==> src/rtl/mem_arbiter_pkg.sv <==
// Shared types for the LC-3b memory arbiter.
//   lc3b_word   : 16-bit byte address
//   lc3b_line   : 128-bit cache line (8 words)
//   arb_state_t : arbiter FSM states
//   arb_side_t  : which requester owns the memory port
//   pick_side() : grant decision for the IDLE state
package mem_arbiter_pkg;

  typedef logic [15:0]  lc3b_word;
  typedef logic [127:0] lc3b_line;

  typedef enum logic [1:0] {IDLE, BUSY_I, BUSY_D, DONE} arb_state_t;
  typedef enum logic {SIDE_I, SIDE_D} arb_side_t;

  // A lone requester always wins; under contention the side that was not
  // granted last time wins, so fetch and MEM alternate and neither starves.
  function automatic arb_side_t pick_side(input logic      i_req,
                                          input logic      d_req,
                                          input arb_side_t last);
    arb_side_t side;
    if (i_req && d_req) begin
      side = (last == SIDE_I) ? SIDE_D : SIDE_I;
    end else if (d_req) begin
      side = SIDE_D;
    end else begin
      side = SIDE_I;
    end
    return side;
  endfunction

endpackage

==> src/rtl/mem_arbiter_control.sv <==
// Arbiter FSM: samples requests in IDLE, owns last_grant, drives the
// registered memory strobes and produces load enables for the datapath
// registers held in the top level.
//   clk, reset        : clock and synchronous active-high reset
//   i_read            : I-cache read request
//   d_read, d_write   : D-cache read / write-back request
//   pmem_resp         : memory completion pulse
//   o_grant           : grant this cycle (load address register)
//   o_grant_side      : side being granted (valid with o_grant)
//   o_ld_i_rdata      : capture pmem_rdata into i_rdata
//   o_ld_d_rdata      : capture pmem_rdata into d_rdata
//   o_pmem_read/write : registered memory strobes
//   o_i_resp/o_d_resp : one-cycle completion pulses
module mem_arbiter_control
  import mem_arbiter_pkg::*;
#(
  parameter bit DUAL_OP_CHECK = 1'b1
) (
  input  logic      clk,
  input  logic      reset,
  input  logic      i_read,
  input  logic      d_read,
  input  logic      d_write,
  input  logic      pmem_resp,
  output logic      o_grant,
  output arb_side_t o_grant_side,
  output logic      o_ld_i_rdata,
  output logic      o_ld_d_rdata,
  output logic      o_pmem_read,
  output logic      o_pmem_write,
  output logic      o_i_resp,
  output logic      o_d_resp
);

  arb_state_t r_state, w_state_next;
  arb_side_t  r_last_grant, w_last_grant_next;
  logic       r_op_write, w_op_write_next;
  logic       r_pmem_read, w_pmem_read_next;
  logic       r_pmem_write, w_pmem_write_next;
  logic       w_i_req, w_d_req;
  arb_side_t  w_side;

  assign w_i_req = i_read;
  assign w_d_req = d_read | d_write;
  assign w_side  = pick_side(w_i_req, w_d_req, r_last_grant);

  always_ff @(posedge clk) begin
    if (reset) begin
      r_state      <= IDLE;
      r_last_grant <= SIDE_I;
      r_op_write   <= 1'b0;
      r_pmem_read  <= 1'b0;
      r_pmem_write <= 1'b0;
    end else begin
      r_state      <= w_state_next;
      r_last_grant <= w_last_grant_next;
      r_op_write   <= w_op_write_next;
      r_pmem_read  <= w_pmem_read_next;
      r_pmem_write <= w_pmem_write_next;
    end
  end

  // Simultaneous d_read/d_write is a requester bug; it is served as a write.
  always_ff @(posedge clk) begin
    if (DUAL_OP_CHECK && !reset && (r_state == IDLE)) begin
      assert (!(d_read && d_write))
        else $error("mem_arbiter: d_read and d_write both high");
    end
  end

  always_comb begin
    w_state_next      = r_state;
    w_last_grant_next = r_last_grant;
    w_op_write_next   = r_op_write;
    w_pmem_read_next  = r_pmem_read;
    w_pmem_write_next = r_pmem_write;
    o_grant           = 1'b0;
    o_grant_side      = w_side;
    o_ld_i_rdata      = 1'b0;
    o_ld_d_rdata      = 1'b0;

    unique case (r_state)
      IDLE: begin
        if (w_i_req || w_d_req) begin
          o_grant           = 1'b1;
          w_last_grant_next = w_side;
          if (w_side == SIDE_D) begin
            w_op_write_next   = d_write;
            w_pmem_read_next  = ~d_write;
            w_pmem_write_next = d_write;
            w_state_next      = BUSY_D;
          end else begin
            w_op_write_next   = 1'b0;
            w_pmem_read_next  = 1'b1;
            w_pmem_write_next = 1'b0;
            w_state_next      = BUSY_I;
          end
        end
      end
      BUSY_I: begin
        if (pmem_resp) begin
          o_ld_i_rdata      = 1'b1;
          w_pmem_read_next  = 1'b0;
          w_pmem_write_next = 1'b0;
          w_state_next      = DONE;
        end
      end
      BUSY_D: begin
        if (pmem_resp) begin
          // A write-back returns nothing; d_rdata keeps its old line.
          o_ld_d_rdata      = ~r_op_write;
          w_pmem_read_next  = 1'b0;
          w_pmem_write_next = 1'b0;
          w_state_next      = DONE;
        end
      end
      DONE: begin
        w_state_next = IDLE;
      end
      default: begin
        w_state_next      = IDLE;
        w_pmem_read_next  = 1'b0;
        w_pmem_write_next = 1'b0;
      end
    endcase
  end

  assign o_pmem_read  = r_pmem_read;
  assign o_pmem_write = r_pmem_write;
  // last_grant names the side just served, so it selects the response.
  assign o_i_resp     = (r_state == DONE) && (r_last_grant == SIDE_I);
  assign o_d_resp     = (r_state == DONE) && (r_last_grant == SIDE_D);

endmodule

==> src/rtl/register.sv <==
// Generic load-enabled register with synchronous active-high reset to zero.
//   clk, reset : clock and synchronous reset
//   i_load     : capture i_d on the rising edge
//   i_d        : data in
//   o_q        : registered data out
module register #(
  parameter int unsigned WIDTH = 16
) (
  input  logic             clk,
  input  logic             reset,
  input  logic             i_load,
  input  logic [WIDTH-1:0] i_d,
  output logic [WIDTH-1:0] o_q
);

  logic [WIDTH-1:0] r_q;

  always_ff @(posedge clk) begin
    if (reset) begin
      r_q <= '0;
    end else if (i_load) begin
      r_q <= i_d;
    end
  end

  assign o_q = r_q;

endmodule

==> src/rtl/mem_arbiter.sv <==
// Arbitrates the single physical-memory port between I-cache line reads and
// D-cache line reads/write-backs, one transaction at a time, alternating
// under contention.
//   clk, reset                      : clock, synchronous active-high reset
//   i_read, i_address               : I-side request
//   i_rdata, i_resp                 : I-side returned line and completion
//   d_read, d_write, d_address,
//   d_wdata                         : D-side request
//   d_rdata, d_resp                 : D-side returned line and completion
//   pmem_read, pmem_write,
//   pmem_address, pmem_wdata        : memory request (registered)
//   pmem_rdata, pmem_resp           : memory response
module mem_arbiter
  import mem_arbiter_pkg::*;
#(
  parameter int unsigned ADDR_WIDTH    = 16,
  parameter int unsigned LINE_WIDTH    = 128,
  parameter bit          DUAL_OP_CHECK = 1'b1
) (
  input  logic                  clk,
  input  logic                  reset,
  input  logic                  i_read,
  input  logic [ADDR_WIDTH-1:0] i_address,
  output logic [LINE_WIDTH-1:0] i_rdata,
  output logic                  i_resp,
  input  logic                  d_read,
  input  logic                  d_write,
  input  logic [ADDR_WIDTH-1:0] d_address,
  input  logic [LINE_WIDTH-1:0] d_wdata,
  output logic [LINE_WIDTH-1:0] d_rdata,
  output logic                  d_resp,
  output logic                  pmem_read,
  output logic                  pmem_write,
  output logic [ADDR_WIDTH-1:0] pmem_address,
  output logic [LINE_WIDTH-1:0] pmem_wdata,
  input  logic [LINE_WIDTH-1:0] pmem_rdata,
  input  logic                  pmem_resp
);

  logic                  w_grant;
  arb_side_t             w_grant_side;
  logic                  w_ld_i_rdata;
  logic                  w_ld_d_rdata;
  logic                  w_ld_wdata;
  logic [ADDR_WIDTH-1:0] w_addr_in;

  mem_arbiter_control #(
    .DUAL_OP_CHECK(DUAL_OP_CHECK)
  ) u_control (
    .clk          (clk),
    .reset        (reset),
    .i_read       (i_read),
    .d_read       (d_read),
    .d_write      (d_write),
    .pmem_resp    (pmem_resp),
    .o_grant      (w_grant),
    .o_grant_side (w_grant_side),
    .o_ld_i_rdata (w_ld_i_rdata),
    .o_ld_d_rdata (w_ld_d_rdata),
    .o_pmem_read  (pmem_read),
    .o_pmem_write (pmem_write),
    .o_i_resp     (i_resp),
    .o_d_resp     (d_resp)
  );

  assign w_addr_in  = (w_grant_side == SIDE_D) ? d_address : i_address;
  assign w_ld_wdata = w_grant && (w_grant_side == SIDE_D);

  register #(
    .WIDTH(ADDR_WIDTH)
  ) u_addr_reg (
    .clk    (clk),
    .reset  (reset),
    .i_load (w_grant),
    .i_d    (w_addr_in),
    .o_q    (pmem_address)
  );

  register #(
    .WIDTH(LINE_WIDTH)
  ) u_wdata_reg (
    .clk    (clk),
    .reset  (reset),
    .i_load (w_ld_wdata),
    .i_d    (d_wdata),
    .o_q    (pmem_wdata)
  );

  register #(
    .WIDTH(LINE_WIDTH)
  ) u_i_rdata_reg (
    .clk    (clk),
    .reset  (reset),
    .i_load (w_ld_i_rdata),
    .i_d    (pmem_rdata),
    .o_q    (i_rdata)
  );

  register #(
    .WIDTH(LINE_WIDTH)
  ) u_d_rdata_reg (
    .clk    (clk),
    .reset  (reset),
    .i_load (w_ld_d_rdata),
    .i_d    (pmem_rdata),
    .o_q    (d_rdata)
  );

endmodule

==> config.mk <==
export PLATFORM = sky130hd
export DESIGN_NAME = mem_arbiter
export DESIGN_NICKNAME = d
export VERILOG_FILES = /design/src/rtl/mem_arbiter_pkg.sv /design/src/rtl/mem_arbiter_control.sv /design/src/rtl/register.sv /design/src/rtl/mem_arbiter.sv
export SDC_FILE = /design/constraint.sdc
export NUM_CORES = 1
export LEC_CHECK = 0
export ABC_AREA = 0
export CAP_MARGIN = 20
export CORE_AREA = 2 2 271 273
export DETAILED_ROUTE_END_ITERATION = 16
export DIE_AREA = 0 0 273 275
export GPL_TIMING_DRIVEN = 0
export SLEW_MARGIN = 20
export SYNTH_ARGS = -nofsm -noshare
export SYNTH_HDL_FRONTEND = slang
export SYNTH_SLANG_ARGS = --single-unit
==> constraint.sdc <==
create_clock -name clk -period 2.72 [get_ports clk]
set_clock_uncertainty 0.1 [all_clocks]
set_input_delay 0.68 -clock clk [delete_from_list [all_inputs] [get_ports clk]]
set_output_delay 0.68 -clock clk [all_outputs]
set_load 0.02 [all_outputs]
### After elaboration in Yosys (flattened, before gate mapping)

Cells that the tools add are included.

* flip-flop bits (word level): 406
* word-level logic and storage cells: 50
* output and inout bits: 404
* input bits: 294

* bitwise gates (word level): 4
* equality and inequality tests: 5
* reduce and logical (&&, ||, !) cells: 11
* multiplexer cells: 21

Operators with widths (number)
* 2-to-1 mux 16 bit: 1
* 2-to-1 mux 1 bit: 14
* 2-to-1 mux 2 bit: 3
* one-hot mux 2 bit (3 select lines): 1
* == test 2 bit (second input constant): 2
* logical AND 1 bit: 4
* one-hot mux 1 bit (2 select lines): 2
* AND reduction 2 bit: 2
* NOT 1 bit: 3
* AND reduction 3 bit: 1
* == test 2 x 1 -> 1 bit (second input constant): 1
* zero test 2 bit: 1
* != test 2 x 1 -> 1 bit (second input constant): 1
* != test 2 bit (second input constant): 1
* nonzero test 2 bit: 1
* OR reduction 2 bit: 1
* logical OR 1 bit: 1
* OR 1 bit: 1

### Logic depth before layout (Yosys ltp)

Gate-level depths: netlist of run 1.

* word-level depth: 6
* gate-level depth with buffers: 8
* gate-level depth less buffers: 5

### By module

Synthesis of run 1 repeated with hierarchy kept, for this count alone.

* cells, all modules: 1351
* area total of the unflattened synthesis: 15195.8 um^2

By module, submodules not included
* register (u_d_rdata_reg ...): seq. area each 2562.5 um^2, area each 4652.0 um^2, instances 3, cells an instance 412
* register (u_addr_reg): seq. area each 320.3 um^2, area each 580.6 um^2, instances 1, cells an instance 52
* mem_arbiter_control: seq. area each 120.1 um^2, area each 406.6 um^2, instances 1, cells an instance 44
* mem_arbiter: seq. area each 0.0 um^2, area each 252.7 um^2, instances 1, cells an instance 19

### Worst setup path after synthesis of run 1

No wires, ideal clock.

* path kind: reg2reg
* start point: register u_control.r_state[0]
* end point: register u_control.r_pmem_read, in the netlist u_control.o_pmem_read
* stages on the path, launching flop included: 7
* library setup time: 0.070 ns
* period minus slack after synthesis: 1.708 ns
* arrival time: 1.537 ns
* required time: 2.550 ns
* path slack: 1.012 ns
* buffers on the path: 1
* cell sequence: dfxtp_1 > inv_1 > ha_1 > buf_2 > nor4b_2 > or4_1 > a21oi_1

* word-level cells in the longest chain between the ends: 4
* elaborated cells between the ends (all ways): 9
* those cells by class: 4 x eq/ne; 1 x mux; 4 x reduce/logical

Ends and longest elaborated chain
* start: declaration: line mem_arbiter_control.sv:35 `arb_state_t r_state, w_state_next;`
* start signal: assignment: line mem_arbiter_control.sv:55 `r_state <= w_state_next;`
* == test 2 x 1 -> 1 bit or == test 2 bit (tied branches): line mem_arbiter_control.sv:82 `unique case (r_state)`
* OR reduction 2 bit (no line)
* != test 2 x 1 -> 1 bit (no line) or nonzero test 2 bit (tied branches)
* AND reduction 3 bit (no line)
* end signal: assignment: line mem_arbiter_control.sv:58 `r_pmem_read <= w_pmem_read_next;`
* end: declaration: line mem_arbiter_control.sv:38 `logic r_pmem_read, w_pmem_read_next;`

Several ways; a longest one is shown, not always the timed one.
A chain may end at the register's enable or synchronous reset.

### Final worst setup path of run 1

* start point: register u_i_rdata_reg.r_q[0], in the netlist u_i_rdata_reg.o_q[0]
* end point: output port i_rdata[0]

RTL lines
* start: declaration: line register.sv:16 `logic [WIDTH-1:0] r_q;`
* start signal: assignment: line register.sv:22 `r_q <= i_d;`
* end: declaration: line mem_arbiter.sv:24 `output logic [LINE_WIDTH-1:0] i_rdata,`

No word-level cell between the ends.

==> results of run 1 <==
layout make-up:
type,instances,share of cell area
multi-input combinational,1255,0.237
tap,959,0.0493
inverter,3,0.000462
timing repair buffer,696,0.286
sequential,406,0.334
antenna,2,0.000205
clock inverter,10,0.00560
buffer,165,0.0299
clock buffer,73,0.0582
what timing repair did:
item	4_1_cts	5_1_grt
pin swaps	0	0
gates resized for setup	4	8
endpoints found under the setup margin	12	42
routing by layer:
metal | GRT usage | wire length, microns | up-vias
li1 | - | - | 7632
met1 | 0.201 | 27700 | 7277
met2 | 0.327 | 35700 | 646
met3 | 0.0540 | 5870 | 120
met4 | 0.0915 | 3690 | 2
met5 | 0 | 11 | -
power by group:
part	internal (mW)	switching, mW
combinational	3.12	4.75
clock	3.85	2.63
sequential	7.02	0.589
total	14.0	7.97
worst paths after layout:
kind	to	startpoint	slack (ns)	depth (start not counted)
hold / removal	u_d_rdata_reg.o_q[118]$_SDFFE_PP0P_	u_d_rdata_reg.o_q[118]$_SDFFE_PP0P_	0.35	2
setup / recovery	i_rdata[0]	u_i_rdata_reg.o_q[0]$_SDFFE_PP0P_	0.14	1
setup reg to reg	u_d_rdata_reg.o_q[2]$_SDFFE_PP0P_	u_control.r_state[0]$_SDFFE_PP0P_	0.36	7
hold reg to reg	u_d_rdata_reg.o_q[118]$_SDFFE_PP0P_	u_d_rdata_reg.o_q[118]$_SDFFE_PP0P_	0.35	2
flip-flops by register name (all words and copies together) (netlist names):
name	flops
u_d_rdata_reg.o_q	128
u_control.r_op_write	1
u_control.o_pmem_read	1
u_control.r_state	2
u_i_rdata_reg.o_q	128
u_control.o_pmem_write	1
u_control.r_last_grant	1
u_wdata_reg.o_q	128
u_addr_reg.o_q	16
cell usage in the layout, fill, tap and decap left out, drive strengths merged, types with 2 or more instances in the layout:
cell,n
a21oi,387
a311oi,16
and2,2
buf,75
bufinv,3
clkbuf,163
clkdlybuf4s50,694
clkinv,7
dfxtp,406
diode,2
dlygate4sd2,2
ha,6
inv,3
mux2i,3
nand2,548
nand2b,2
nand3,128
nor2,18
nor2b,2
o21ai,130
cell families after synthesis:
kind of cell | after synthesis
buffers and inverters | 168
multiplexers | 3
flip-flops | 406
AO/OA/AOI/OAI | 540
adder cells (fa/ha/maj) | 6
AND/OR/NAND/NOR | 706
cells in the mapped netlist, drive strengths merged:
cell	number	share of area
nor2	18	0.0046
buf	75	0.026
inv	3	0.00077
nor2b	2	0.00086
o21ai	130	0.044
nand2b	2	0.00086
a21boi	1	0.00051
clkbuf	90	0.023
a21oi	387	0.13
o31a	1	0.00060
and3b	1	0.00060
nor3	1	0.00034
or4	1	0.00051
mux2i	3	0.0021
a2bb2oi	1	0.0010
nand2	548	0.14
nand3b	1	0.00051
o31ai	1	0.00051
and2	2	0.00086
nand3	128	0.044
o2bb2ai	1	0.0010
a221oi	1	0.00060
a211o	1	0.00060
ha	6	0.0051
a311oi	16	0.010
nor4b	1	0.0010
dfxtp	406	0.56
nor3b	1	0.00051
metrics by stage:
step | total power [mW] | setup TNS, ns | hold slack (ns)
detailed placement | 15.7 | -48.54 | 0.346
global placement | 15.6 | -47.72 | 0.341
finish | 22.0 | 0 | 0.351
floorplan | 11.4 | 0 | 0.366
global route | 23.0 | 0 | 0.370
CTS | 22.2 | 0 | 0.353
==> results.py, run 1 <==
metrics = {
    "clock_network": {
        "cts_tree": "built",
        "cts_setup_buffers": 0,
        "cts-htree-levels": 2,
        "root_buffer": "clkbuf_16",
        "cts_made_buffers": 47,
        "ctsHoldBuffers": 0,
        "clk_latency_ns": 0.57,
        "cts_buffer_depth": 3,
        "clkSinkCount": 406,
        "clk_pin_slew_ns": 0.06,
    },
    "floorplanning": {
        "dieArea_sq_mm": 0.0751,
        "die_h_microns": 275,
        "fp.dieW_microns": 273,
        "initial_core_util": 0.202,
        "rows": 99,
        "io_pins": 698,
        "core_area_sq_mm": 0.0723,
    },
    "placed_design": {
        "gp_congestion": 0.877,
        "place_area_sq_mm": 0.0228,
        "post-dp-hpwl_microns": 56800,
        "dpl_worst_slack_ns": -0.703,
        "dp.cells": 3484,
        "port_buffers": 696,
    },
    "critical_path": {
        "critPathMaxFanout": 2,
        "slowest_delay_ns": 0.88,
        "cp_cell_sequence": "clkdlybuf4s50_1",
        "endpoint_kind": "output pin",
        "cp.required_ns": 1.94,
        "cp_top_family": "buffers and inverters",
        "cp_num_buf_inv": 1,
        "cp_slowest_cell": "clkdlybuf4s50_1",
        "path_class": "flip-flop to output pin",
        "startpoint_type": "flip-flop",
        "critPathArrivalTime_ns": 1.80,
    },
    "synthesis": {
        "synthesis.nets": 2129,
        "yosys_warnings": 0,
        "synth_fa_ha_area_frac": 0.00513,
        "synthMuxAreaShare": 0.00205,
        "synth_xor_area_frac": 0,
        "syn_area_sq_mm": 0.0146,
        "synth_cells": 1829,
        "synth_top_family_by_area": "simple AND/OR/NAND/NOR gates",
        "synth_compound_area_frac": 0.192,
        "yosysSeqAreaShare": 0.556,
        "yosys.area_share.simple": 0.195,
        "ys_seq_elements": 406,
        "avgSynthCellArea_sq_um": 7.99,
        "synth.distinct_cells": 33,
    },
    "global_route": {
        "grt_pass1_wl_microns": 102000,
        "grt_max_degree": 14,
        "grt_pass1_vias": 15400,
        "grt_usage": 0.185,
        "grt_antenna_before_repair": 6,
        "grt_overflow_total": 0,
    },
    "sta": {
        "hold_violations": 0,
        "final_max_slew_viol_count": 0,
        "setup_ws_ns": 0.144,
        "setup_viol": 0,
        "tightest_slew_ns": 1.10,
        "fmax_mhz": 388,
        "rsz0062_at_grt": "no",
        "slew_headroom": 0.266,
        "fin_crit_sh": 0.947,
        "fin_crit_ns": 2.58,
    },
    "drt": {
        "dr.pass1.iters": 5,
        "vias": 15700,
        "finalWirelength_microns": 73000,
        "ant_nets": 0,
        "initialDrtViolationCount": 793,
        "wl_per_cell_microns": 20.5,
        "post-route-drc-count": 0,
        "via_per_inst": 4.39,
    },
    "finish": {
        "fin_area_sq_mm": 0.0244,
        "num-fill-cells": 7743,
        "synthToLayoutAreaGrowth_pct": 66.6,
        "final_cells": 3569,
        "final_util": 0.337,
        "drive_gt1_frac": 0.0575,
        "multi_input_comb_area_sq_mm": 0.00577,
        "ff_latch_area_sq_mm": 0.00813,
        "nets": 2874,
    },
    "run_status": {
        "status": "complete, no violations",
    },
    "min_path": {
        "hold_path.class": "flip-flop to flip-flop",
    },
    "flow_run": {
        "maxCapViolCount": 0,
    },
    "power_and_ir_drop": {
        "cellPowerDensity_mw_per_mm2": 901,
        "p_leak_nw": 8.40,
        "ir_drop_uv": 650,
    },
}
Power figures use the tool's default switching activity.
==> inputs of run 2 (changes only) <==
- ABC_CLOCK_PERIOD_IN_PS: unset -> 2720
==> results of run 2 <==
No change in the layout: final DEF, timing and power equal those of run 1.
==> inputs of run 3 (changes only) <==
- PLACE_DENSITY: unset -> 0.57
==> run 3 against run 2 <==
Sequential power hardly changed. Via count increased by 0.68%. Largest power group unchanged. Core utilization about the same. Design area barely moved. Clock-buffer cell count fell by 4. Total power about the same. Setup slack worse by 0.084 ns. Maximum frequency down 3.2%. Cell count stayed put. Die area unchanged.
==> results.py, run 3 (synthesized netlist as in run 1, its figures left out) <==
metrics = {
    "clock_network": {
        "clkSinkCount": 406,
        "cts-htree-levels": 2,
        "clk_latency_ns": 0.58,
        "clk_pin_slew_ns": 0.06,
        "cts_tree": "built",
        "cts_made_buffers": 47,
        "root_buffer": "clkbuf_16",
        "cts_buffer_depth": 3,
        "cts_setup_buffers": 0,
    },
    "drt": {
        "vias": 15800,
        "wl_per_cell_microns": 20.6,
        "via_per_inst": 4.42,
        "ant_nets": 0,
        "initialDrtViolationCount": 694,
        "post-route-drc-count": 0,
        "finalWirelength_microns": 73500,
        "dr.pass1.iters": 7,
    },
    "global_route": {
        "grt_pass1_vias": 15000,
        "grt_max_degree": 13,
        "grt_overflow_total": 0,
        "grt_antenna_before_repair": 13,
        "grt_usage": 0.184,
        "grt_pass1_wl_microns": 102000,
    },
    "flow_run": {
        "maxCapViolCount": 0,
    },
    "floorplanning": {
        "core_area_sq_mm": 0.0723,
        "die_h_microns": 275,
        "io_pins": 698,
        "fp.dieW_microns": 273,
        "rows": 99,
        "initial_core_util": 0.202,
        "dieArea_sq_mm": 0.0751,
    },
    "power_and_ir_drop": {
        "ir_drop_uv": 466,
        "switching_power_mw": 7.96,
        "power_mw": 22.0,
        "p_comb_frac": 0.359,
        "power_frac_clock": 0.296,
        "power_frac_seq": 0.346,
        "cellPowerDensity_mw_per_mm2": 902,
        "switching_share": 0.362,
        "p_leak_nw": 8.39,
        "internal_power_mw": 14.0,
    },
    "sta": {
        "setup_ws_ns": 0.0595,
        "fmax_mhz": 376,
        "hold_violations": 0,
        "setup_viol": 0,
        "tightest_slew_ns": 0.990,
        "slew_headroom": 0.334,
        "final_max_slew_viol_count": 0,
        "rsz0062_at_grt": "no",
        "setup_tns_ns": 0,
        "fin_crit_sh": 0.978,
        "hold_ws_ns": 0.351,
        "fin_crit_ns": 2.66,
    },
    "finish": {
        "final_util": 0.337,
        "nets": 2874,
        "layout_commonest_cell": "clkdlybuf4s50_1",
        "fin_area_sq_mm": 0.0244,
        "most-common-layout-cells": "694 x clkdlybuf4s50_1, 548 x nand2_1, 406 x dfxtp_1",
        "drive_gt1_frac": 0.0572,
        "final_cells": 3569,
        "synthToLayoutAreaGrowth_pct": 66.6,
    },
    "placed_design": {
        "place_area_sq_mm": 0.0228,
        "dp.cells": 3484,
        "dpl_worst_slack_ns": -0.573,
        "port_buffers": 696,
        "post-dp-hpwl_microns": 57700,
        "gp_congestion": 0.905,
    },
    "critical_path": {
        "startpoint_type": "flip-flop",
        "endpoint_kind": "output pin",
        "path_class": "flip-flop to output pin",
        "startpoint": "u_control.r_state[0]$_SDFFE_PP0P_",
        "timing.rr.start": "u_control.r_state[1]$_SDFFE_PP0P_",
        "cp.required_ns": 1.94,
        "critPathMaxFanout": 5,
        "critPathArrivalTime_ns": 1.88,
    },
    "min_path": {
        "hold_path.class": "flip-flop to flip-flop",
        "hold_path_startpoint": "u_i_rdata_reg.o_q[71]$_SDFFE_PP0P_",
    },
    "run_status": {
        "status": "complete, no violations",
    },
}
[run 3: changes by cell type in the layout (fill, tap and decap cells not counted), sizes merged]
cell / change
diode: +3
clkinvlp: +2
dlygate4sd2: -1
bufinv: +1
inv: +1
clkinv: -3
clkbuf: -3
[run 3: power by group through the flow]
stage / registers (mW) / logic, mW / clock network, mW
6_report: 7.59 / 7.88 / 6.49
5_1_grt: 7.70 / 8.44 / 6.89
4_1_cts: 7.60 / 7.97 / 6.66
3_5_place_dp: 7.71 / 7.95 / 0
3_3_place_gp: 7.68 / 7.96 / 0
2_1_floorplan: 8.91 / 2.54 / 0
[run 3: area by class of cell]
class                      instances  area [sq um]
clock inverter                    11           175
tap                              959          1200
antenna                            5          12.5
clock buffer                      69          1380
multi-input combinational       1255          5760
timing repair buffer             696          6960
inverter                           3          11.3
sequential                       406          8130
buffer                           165           727
fill                            7747         48000
[run 3: timing repair]
action                                  in CTS  in global routing
endpoints found under the setup margin      12                 24
gates resized for setup                      3                  8
gates cloned                                 0                  0
hold buffers                                 0                  0
[run 3: worst max-delay path, stage by stage, from the launching register on]
cell	delay, ns
dfxtp_1	0.41
ha_1	0.31
and2_1	0.17
dlygate4sd2_1	0.40
[run 3: routing by layer]
metal  GRT usage  share of wire  up-vias
li1            -              -     7644
met1       0.195           0.37     7373
met2       0.335           0.50      626
met3      0.0642          0.089      127
met4      0.0710          0.036       14
met5           0         0.0013        -
[run 3: worst paths after layout]
path	end	slack, ns	cells past startpoint
setup / recovery	d_resp	0.06	3
hold / removal	u_i_rdata_reg.o_q[71]$_SDFFE_PP0P_	0.35	2
setup reg to reg	u_wdata_reg.o_q[125]$_SDFFE_PP0P_	0.25	7
hold reg to reg	u_i_rdata_reg.o_q[71]$_SDFFE_PP0P_	0.35	2
